### src/rtl/mem_port_arbiter.sv
// Arbiter sharing one multi-cycle memory port between instruction fetch and data access.
// Data wins ties up to MAX_DSTREAK consecutive grants; a watchdog completes hung accesses with Err set.
module mem_port_arbiter #(
    parameter int MAX_DSTREAK = 4,
    parameter int TIMEOUT_W   = 8
) (
    input  logic        CLK,
    input  logic        Reset,
    input  logic        IReq,
    input  logic [31:0] IAddr,
    output logic [31:0] IRdata,
    output logic        IReady,
    input  logic        DReq,
    input  logic        DWe,
    input  logic [31:0] DAddr,
    input  logic [31:0] DWdata,
    output logic [31:0] DRdata,
    output logic        DReady,
    output logic        MemReq,
    output logic        MemWe,
    output logic [31:0] MemAddr,
    output logic [31:0] MemWdata,
    input  logic [31:0] MemRdata,
    input  logic        MemReady,
    output logic        Err
);

    localparam int                   STREAK_W   = 4;
    localparam logic [STREAK_W-1:0]  STREAK_MAX = STREAK_W'(MAX_DSTREAK);
    localparam logic [TIMEOUT_W-1:0] WDOG_ALL   = '1;

    typedef enum logic [1:0] {
        IDLE,
        BUSY_I,
        BUSY_D,
        RESP
    } state_e;

    state_e               state_q, state_d;
    logic [STREAK_W-1:0]  streak_q, streak_d;
    logic [TIMEOUT_W-1:0] wdog_q, wdog_d;
    logic [TIMEOUT_W-1:0] wdog_inc;
    logic                 mem_req_q, mem_req_d;
    logic                 mem_we_q, mem_we_d;
    logic [31:0]          mem_addr_q, mem_addr_d;
    logic [31:0]          mem_wdata_q, mem_wdata_d;
    logic [31:0]          irdata_q, irdata_d;
    logic [31:0]          drdata_q, drdata_d;
    logic                 iready_q, iready_d;
    logic                 dready_q, dready_d;
    logic                 err_q, err_d;
    logic                 grant_d;
    logic                 finish;

    // NOTE: every variable gets its default before the case statement, so no path
    // through this block can leave a value unassigned and infer a latch.
    always_comb begin
        state_d     = state_q;
        streak_d    = streak_q;
        wdog_d      = wdog_q;
        mem_req_d   = mem_req_q;
        mem_we_d    = mem_we_q;
        mem_addr_d  = mem_addr_q;
        mem_wdata_d = mem_wdata_q;
        irdata_d    = irdata_q;
        drdata_d    = drdata_q;
        iready_d    = 1'b0;
        dready_d    = 1'b0;
        err_d       = err_q;
        grant_d     = DReq && (!IReq || (streak_q < STREAK_MAX));
        // The watchdog value counting the current BUSY cycle; all-ones means
        // this is the (2^TIMEOUT_W-1)th cycle without MemReady.
        wdog_inc    = wdog_q + TIMEOUT_W'(1);
        finish      = MemReady || (wdog_inc == WDOG_ALL);

        unique case (state_q)
            IDLE: begin
                if (grant_d) begin
                    mem_req_d   = 1'b1;
                    mem_we_d    = DWe;
                    mem_addr_d  = DAddr;
                    mem_wdata_d = DWdata;
                    state_d     = BUSY_D;
                    if (!IReq) begin
                        streak_d = '0;
                    end else if (streak_q != STREAK_MAX) begin
                        streak_d = streak_q + STREAK_W'(1);
                    end
                end else if (IReq) begin
                    mem_req_d  = 1'b1;
                    mem_we_d   = 1'b0;
                    mem_addr_d = IAddr;
                    streak_d   = '0;
                    state_d    = BUSY_I;
                end
            end
            BUSY_I, BUSY_D: begin
                wdog_d = wdog_inc;
                if (finish) begin
                    mem_req_d = 1'b0;
                    mem_we_d  = 1'b0;
                    wdog_d    = '0;
                    state_d   = RESP;
                    if (!MemReady) begin
                        err_d = 1'b1;
                    end
                    if (state_q == BUSY_I) begin
                        iready_d = 1'b1;
                        irdata_d = MemReady ? MemRdata : 32'h0;
                    end else begin
                        dready_d = 1'b1;
                        drdata_d = MemReady ? MemRdata : 32'h0;
                    end
                end
            end
            RESP: begin
                state_d = IDLE;
            end
            default: begin
                state_d = IDLE;
            end
        endcase
    end

    // NOTE: state registers use non-blocking assignments so every flop samples
    // the pre-edge values regardless of statement order.
    always_ff @(posedge CLK or negedge Reset) begin
        if (!Reset) begin
            state_q     <= IDLE;
            streak_q    <= '0;
            wdog_q      <= '0;
            mem_req_q   <= 1'b0;
            mem_we_q    <= 1'b0;
            mem_addr_q  <= '0;
            mem_wdata_q <= '0;
            irdata_q    <= '0;
            drdata_q    <= '0;
            iready_q    <= 1'b0;
            dready_q    <= 1'b0;
            err_q       <= 1'b0;
        end else begin
            state_q     <= state_d;
            streak_q    <= streak_d;
            wdog_q      <= wdog_d;
            mem_req_q   <= mem_req_d;
            mem_we_q    <= mem_we_d;
            mem_addr_q  <= mem_addr_d;
            mem_wdata_q <= mem_wdata_d;
            irdata_q    <= irdata_d;
            drdata_q    <= drdata_d;
            iready_q    <= iready_d;
            dready_q    <= dready_d;
            err_q       <= err_d;
        end
    end

    assign MemReq   = mem_req_q;
    assign MemWe    = mem_we_q;
    assign MemAddr  = mem_addr_q;
    assign MemWdata = mem_wdata_q;
    assign IRdata   = irdata_q;
    assign IReady   = iready_q;
    assign DRdata   = drdata_q;
    assign DReady   = dready_q;
    assign Err      = err_q;

endmodule

### config.mk
export PLATFORM = sky130hd
export DESIGN_NAME = mem_port_arbiter
export DESIGN_NICKNAME = d
export VERILOG_FILES = /design/src/rtl/mem_port_arbiter.sv
export SDC_FILE = /design/constraint.sdc
export NUM_CORES = 1
export LEC_CHECK = 0
export ABC_AREA = 1
export CAP_MARGIN = 20
export CORE_MARGIN = 5
export CORE_UTILIZATION = 43
export DETAILED_ROUTE_END_ITERATION = 8
export PLACE_DENSITY = 0.88
export SLEW_MARGIN = 30
export SYNTH_ARGS = -nofsm -noshare
export SYNTH_HDL_FRONTEND = slang
export SYNTH_SLANG_ARGS = --single-unit
### constraint.sdc
create_clock -name CLK -period 2.1 [get_ports CLK]
set_input_delay 0.525 -clock CLK [delete_from_list [all_inputs] [get_ports CLK]]
set_output_delay 0.525 -clock CLK [all_outputs]
set_load 0.01 [all_outputs]
==> flow_metrics.tcl, run 1 <==
set metrics [dict create \
    cts.sinks 147 \
    r2r_slack_ns 0.17 \
    vdd_drop_max_mv 0.7441 \
    core_sq_um 14480 \
    relSlewSlack_pct 65.35 \
    die_width_um 131.1 \
    max-clock-path-buffers 2 \
    grt_max_degree 73 \
    reg2reg_depth 11 \
    comb_power_share_pct 46.8 \
    antennaDiodeCount 0 \
    slowest_stage "dfrtp_1" \
    cellLeakagePower_nw 4.494 \
    via_count 5674 \
    syn_inst 661 \
    p_seq_share_pct 32.1 \
    hp-class "in2async" \
    finalHoldViolations 0 \
    setup_slack_ns 0.1727 \
    grt_pass1_vias 5615 \
    ios 267 \
    cts_buffers 17 \
    dieArea_sq_um 17170 \
    ant_nets 0 \
    antenna_found_initial 0 \
    drc_errors 0 \
    viasPerCell 5.053 \
    status "finished clean" \
    grt-ovfl-total 0 \
    initial_core_util_pct 43.52 \
    r2r-end "DRdata[31]" \
    clkLatencyLatePin_ns 0.41 \
    slew_violations 0 \
    grt_pass1_wl_um 28660 \
    fin_nets 1067 \
    place_inst 1089 \
    pre_cts_ws_ns 0.06080 \
    clkPwrFrac_pct 21.0 \
    power_density_nw_per_um2 1525 \
    place.gp.congestion 0.8036 \
    crit_required_ns 2.41 \
    grtUsageTotal_pct 21.41 \
    maxCapViolations 0 \
    portBuffers 266 \
    ys_types 24 \
    ys_ff_latch 147 \
    max_stage_delay_ns 0.40 \
    cts_htree_levels 4 \
    num_rows 44 \
    finalInstanceArea_sq_um 9864 \
    period_needed_ns 1.927 \
    path_class "reg2reg" \
    cp-end-kind "register" \
    final_util_pct 68.13 \
    syn_nets 802 \
    cpLargestDelayFamily "simple AND/OR/NAND/NOR gates" \
    power_mw 15.04 \
    finalCritPeriodShare_pct 91.78 \
    cts_tree "built" \
    start_kind "register" \
    path_cells "ha_1 -> nand3_1 -> o21ai_0 -> nand2_1 -> nor2_1 -> nand2_2 -> nand2_4 -> nand3_4 -> buf_4 -> nand2_1 -> nand2_1" \
    layout-drive-gt1-share_pct 10.76 \
    cpMostUsedCell "nand2_1" \
    switchingPower_mw 5.295 \
    wl_per_cell_um 16.56 \
    worst_pin_slew_ns 0.5198 \
    dpl.hpwl_um 13490 \
    place_area_sq_um 9216 \
    postSynthAreaPerCell_sq_um 9.533 \
    worstPathArrival_ns 2.23 \
    crit_buf_inv 1 \
    switching_share_pct 35.20 \
    clock.fmax_mhz 518.9 \
    yosysSeqAreaShare_pct 58.38 \
    worst_clock_skew_ns 0.009165 \
    r2r-start "wdog_q[1]" \
    syn_area_sq_um 6301 \
    die_h_um 131.1 \
    yosysWarnings 0 \
    drt-initial-drc-count 307 \
    dr.pass1.iters 5 \
    wirelength_um 18600 \
    syn_to_final_growth_pct 56.55 \
    p_int_mw 9.747 \
    crit_fanout 19 \
    cts_root_buf "clkbuf_16" \
    finalSetupViolations 0 \
    synth_area_leaders "dfrtp_1, nand2_1, nand4_1" \
    synth_top_area_share_pct 58.38 \
    instances_no_fill 1123 \
    synth_area_leader_cell "dfrtp_1" \
    clkSlewWorstSetupHoldPaths_ns 0.06 \
]
==> placed cells by master (no fill, tap or decap), drive strengths merged <==
master	netlist	final
clkdlybuf4s50	0	264
nand2	233	233
dfrtp	147	147
nand4	67	67
nor2	43	43
mux2	32	32
a31oi	32	32
buf	11	27
inv	24	25
clkbuf	34	21
o21ai	10	10
nand3	10	10
ha	7	7
clkinv	0	5
o22ai	4	4
a21oi	4	4
bufinv	0	3
a21o	2	2
clkinvlp	0	2
xor2	1	1
==> synth_stat cells <==
cell type	count
nand2_1	231
dfrtp_1	147
nand4_1	67
nor2_1	42
clkbuf_1	34
a31oi_1	32
mux2_2	32
inv_1	22
o21ai_0	9
nand3_1	8
ha_1	7
buf_6	6
a21oi_1	4
buf_2	4
o22ai_1	4
a21o_1	2
inv_2	2
nand3_4	2
buf_4	1
nand2_2	1
nand2_4	1
nor2_2	1
o21ai_1	1
xor2_1	1
==> per-layer routing <==
layer  share of wire, %  GRT usage, %
met5                  0             0
met3                6.1         5.065
met2                 52         36.68
met1                 39         25.70
met4                3.5         9.437
==> state kept, by name, indices dropped and copies added (netlist names) <==
register / cells
DRdata: 32
IRdata: 32
MemAddr: 32
MemWdata: 32
wdog_q: 8
streak_q: 4
state_q: 2
DReady: 1
Err: 1
IReady: 1
MemReq: 1
MemWe: 1
==> power by group through the flow <==
stage	combinational (mW)	sequential, mW	clock [mW]
finish	7.05	4.84	3.16
floorplan	2.74	5.39	0
global placement	6.91	4.81	0
detailed placement	7.08	4.87	0
global route	7.66	4.99	3.34
CTS	7.10	4.84	3.22
==> final cells by class <==
type,instances,area (sq um)
clock buffers,21,480.5
clock inverters,11,150.1
fillers,1099,4614
inverters,24,90.09
multi-input cells,445,2326
flip-flops and latches,147,3679
well taps,184,230.2
repair buffers,291,2909
==> kinds of logic after synthesis <==
kind of cell	after synthesis	synth area share, %
and+or+nand+nor	353	24.48
DFF	147	58.38
buffers and inverters	69	4.964
AOI/OAI and AO/OA	52	4.924
muxes	32	5.719
adders and majority gates	7	1.390
xor gates and xnor gates	1	0.1390
==> metrics by stage <==
step           hold WS, ns   TNS, ns
6_report           0.03570         0
4_1_cts            0.03885         0
2_1_floorplan       0.2294         0
3_3_place_gp        0.4469         0
3_5_place_dp        0.4572         0
5_1_grt            0.05462  -0.02087
==> timing repair <==
action	in CTS	in global routing
setup endpoints to repair	0	27
gates resized for setup	0	1
hold endpoints to repair	0	0
hold buffers	0	0
buffers inserted	0	2
==> worst max path at each step <==
stage | from | end | slack (ns) | cells after the start
after floorplan | wdog_q[0] | IRdata[10] | 0.37 | 11
after CTS | wdog_q[1] | state_q[0] | 0.16 | 10
after global placement | IReq | MemWdata[5] | 0.10 | 7
after detailed placement | IReq | MemWdata[13] | 0.06 | 7
final | wdog_q[1] | DRdata[31] | 0.17 | 11
after global routing | wdog_q[1] | DRdata[28] | -0.008 | 11
No activity file was read; power rests on OpenSTA's default activity.
==> run 2: changes to the inputs <==
--- a/config.mk
+++ b/config.mk
@@ -9,6 +9,7 @@
 export CAP_MARGIN = 20
 export CORE_MARGIN = 5
 export CORE_UTILIZATION = 43
+export CTS_BUF_LIST = sky130_fd_sc_hd__clkbuf_16
 export DETAILED_ROUTE_END_ITERATION = 8
 export PLACE_DENSITY = 0.88
 export SLEW_MARGIN = 30
==> flow_metrics.tcl, run 2 (same netlist as run 1, synthesis figures left out) <==
set metrics [dict create \
    num_rows 44 \
    grtUsageTotal_pct 21.32 \
    finalCritPeriodShare_pct 92.29 \
    crit_required_ns 2.41 \
    worstPathArrival_ns 2.25 \
    crit_path_start "wdog_q[1]" \
    grt_pass1_vias 5544 \
    clkSlewWorstSetupHoldPaths_ns 0.06 \
    cellLeakagePower_nw 4.472 \
    cts_tree "built" \
    cts_root_buf "clkbuf_16" \
    max_stage_delay_ns 0.40 \
    finalHoldViolations 0 \
    status "finished clean" \
    cp-end-kind "register" \
    antenna_found_initial 0 \
    antennaDiodeCount 0 \
    cts.sinks 147 \
    viasPerCell 5.044 \
    worst_clock_skew_ns 0.007710 \
    portBuffers 266 \
    wl_per_cell_um 16.51 \
    core_sq_um 14480 \
    drt-initial-drc-count 313 \
    period_needed_ns 1.938 \
    setup_slack_ns 0.1619 \
    final_common_cell "clkdlybuf4s50_1" \
    clock.fmax_mhz 516.0 \
    syn_to_final_growth_pct 55.92 \
    dieArea_sq_um 17170 \
    r2r-end "DRdata[18]" \
    most-common-layout-cells "clkdlybuf4s50_1, nand2_1, dfrtp_1" \
    initial_core_util_pct 43.52 \
    ant_nets 0 \
    path_cells "ha_1 -> nand3_1 -> o21ai_0 -> nand2_1 -> nor2_1 -> nand2_2 -> nand2_4 -> nand3_4 -> buf_4 -> nand2_1 -> nand2_1" \
    maxCapViolations 0 \
    via_count 5664 \
    grt_max_degree 73 \
    hp-class "in2async" \
    cts_htree_levels 4 \
    fin_nets 1067 \
    grt_pass1_wl_um 28550 \
    wirelength_um 18540 \
    place.gp.congestion 0.8036 \
    dr.pass1.iters 5 \
    drc_errors 0 \
    relSlewSlack_pct 65.71 \
    max-clock-path-buffers 2 \
    crit_fanout 19 \
    cts_buffers 17 \
    clkLatencyLatePin_ns 0.42 \
    setup_tns_ns 0 \
    ios 267 \
    cpMostUsedCell "nand2_1" \
    vdd_drop_max_mv 0.7475 \
    dpl.hpwl_um 13490 \
    slowest_stage "dfrtp_1" \
    die_h_um 131.1 \
    power_density_nw_per_um2 1516 \
    slew_violations 0 \
    die_width_um 131.1 \
    grt-ovfl-total 0 \
    reg2reg_depth 11 \
    finalSetupViolations 0 \
    worst_pin_slew_ns 0.5143 \
    cp-endpoint "DRdata[18]" \
    start_kind "register" \
    r2r_slack_ns 0.16 \
    power_mw 14.90 \
    path_class "reg2reg" \
    layout-drive-gt1-share_pct 10.33 \
    pre_cts_ws_ns 0.06080 \
    r2r-start "wdog_q[1]" \
]
==> run 2: how the worst min path moves through the flow <==
stage	slack, ns	startpoint	depth (start not counted)	endpoint
final	0.03	Reset	1	DRdata[25]
after floorplan	0.23	Reset	0	DRdata[0]
after global routing	0.05	Reset	1	IRdata[28]
after global placement	0.45	Err	1	Err
after detailed placement	0.46	DRdata[2]	2	DRdata[2]
after CTS	0.04	Reset	1	IRdata[24]
==> run 2: final cells by class <==
| class | instances | area [sq um] |
|---|---|---|
| fillers | 1106 | 4654 |
| clock buffers | 17 | 425.4 |
| multi-input cells | 445 | 2326 |
| flip-flops and latches | 147 | 3679 |
| repair buffers | 291 | 2909 |
| clock inverters | 15 | 165.2 |
| inverters | 24 | 90.09 |
| well taps | 184 | 230.2 |
==> run 2: per-stage QoR <==
step / instance area [sq um] / instances / util [%] / hold slack (ns)
after global placement: 9216 / 1089 / 63.65 / 0.4469
after detailed placement: 9216 / 1089 / 63.65 / 0.4572
after floorplan: 6301 / 661 / - / 0.2294
final: 9824 / 1123 / 67.85 / 0.03304
after CTS: 9807 / 1121 / 67.73 / 0.03885
after global routing: 9824 / 1123 / 67.85 / 0.05275
==> run 2: power by group <==
part | total [mW] | internal, mW | switching [mW]
clock | 3.01 | 1.85 | 1.16
combinational | 7.05 | 3.61 | 3.44
sequential | 4.84 | 4.14 | 0.698
==> run 2: layer usage <==
metal	share of wire [%]	track usage [%]
met1	40	26.01
met2	51	36.50
met4	3.3	8.711
met5	0	0
met3	5.9	4.903
==> run 2: repair_timing <==
action | in CTS | in global routing
hold buffers | 0 | 0
buffers inserted | 0 | 2
gates resized for setup | 0 | 1
endpoints found under the setup margin | 0 | 26
==> run 2: critical path: cells and delay by family (launching register included) <==
kind                     cells  cell delay, ns
adder cells (fa/ha/maj)      1            0.20
flip-flops                   1            0.40
AO/OA/AOI/OAI                1            0.19
AND/OR/NAND/NOR              8            0.83
buffers and inverters        1            0.22
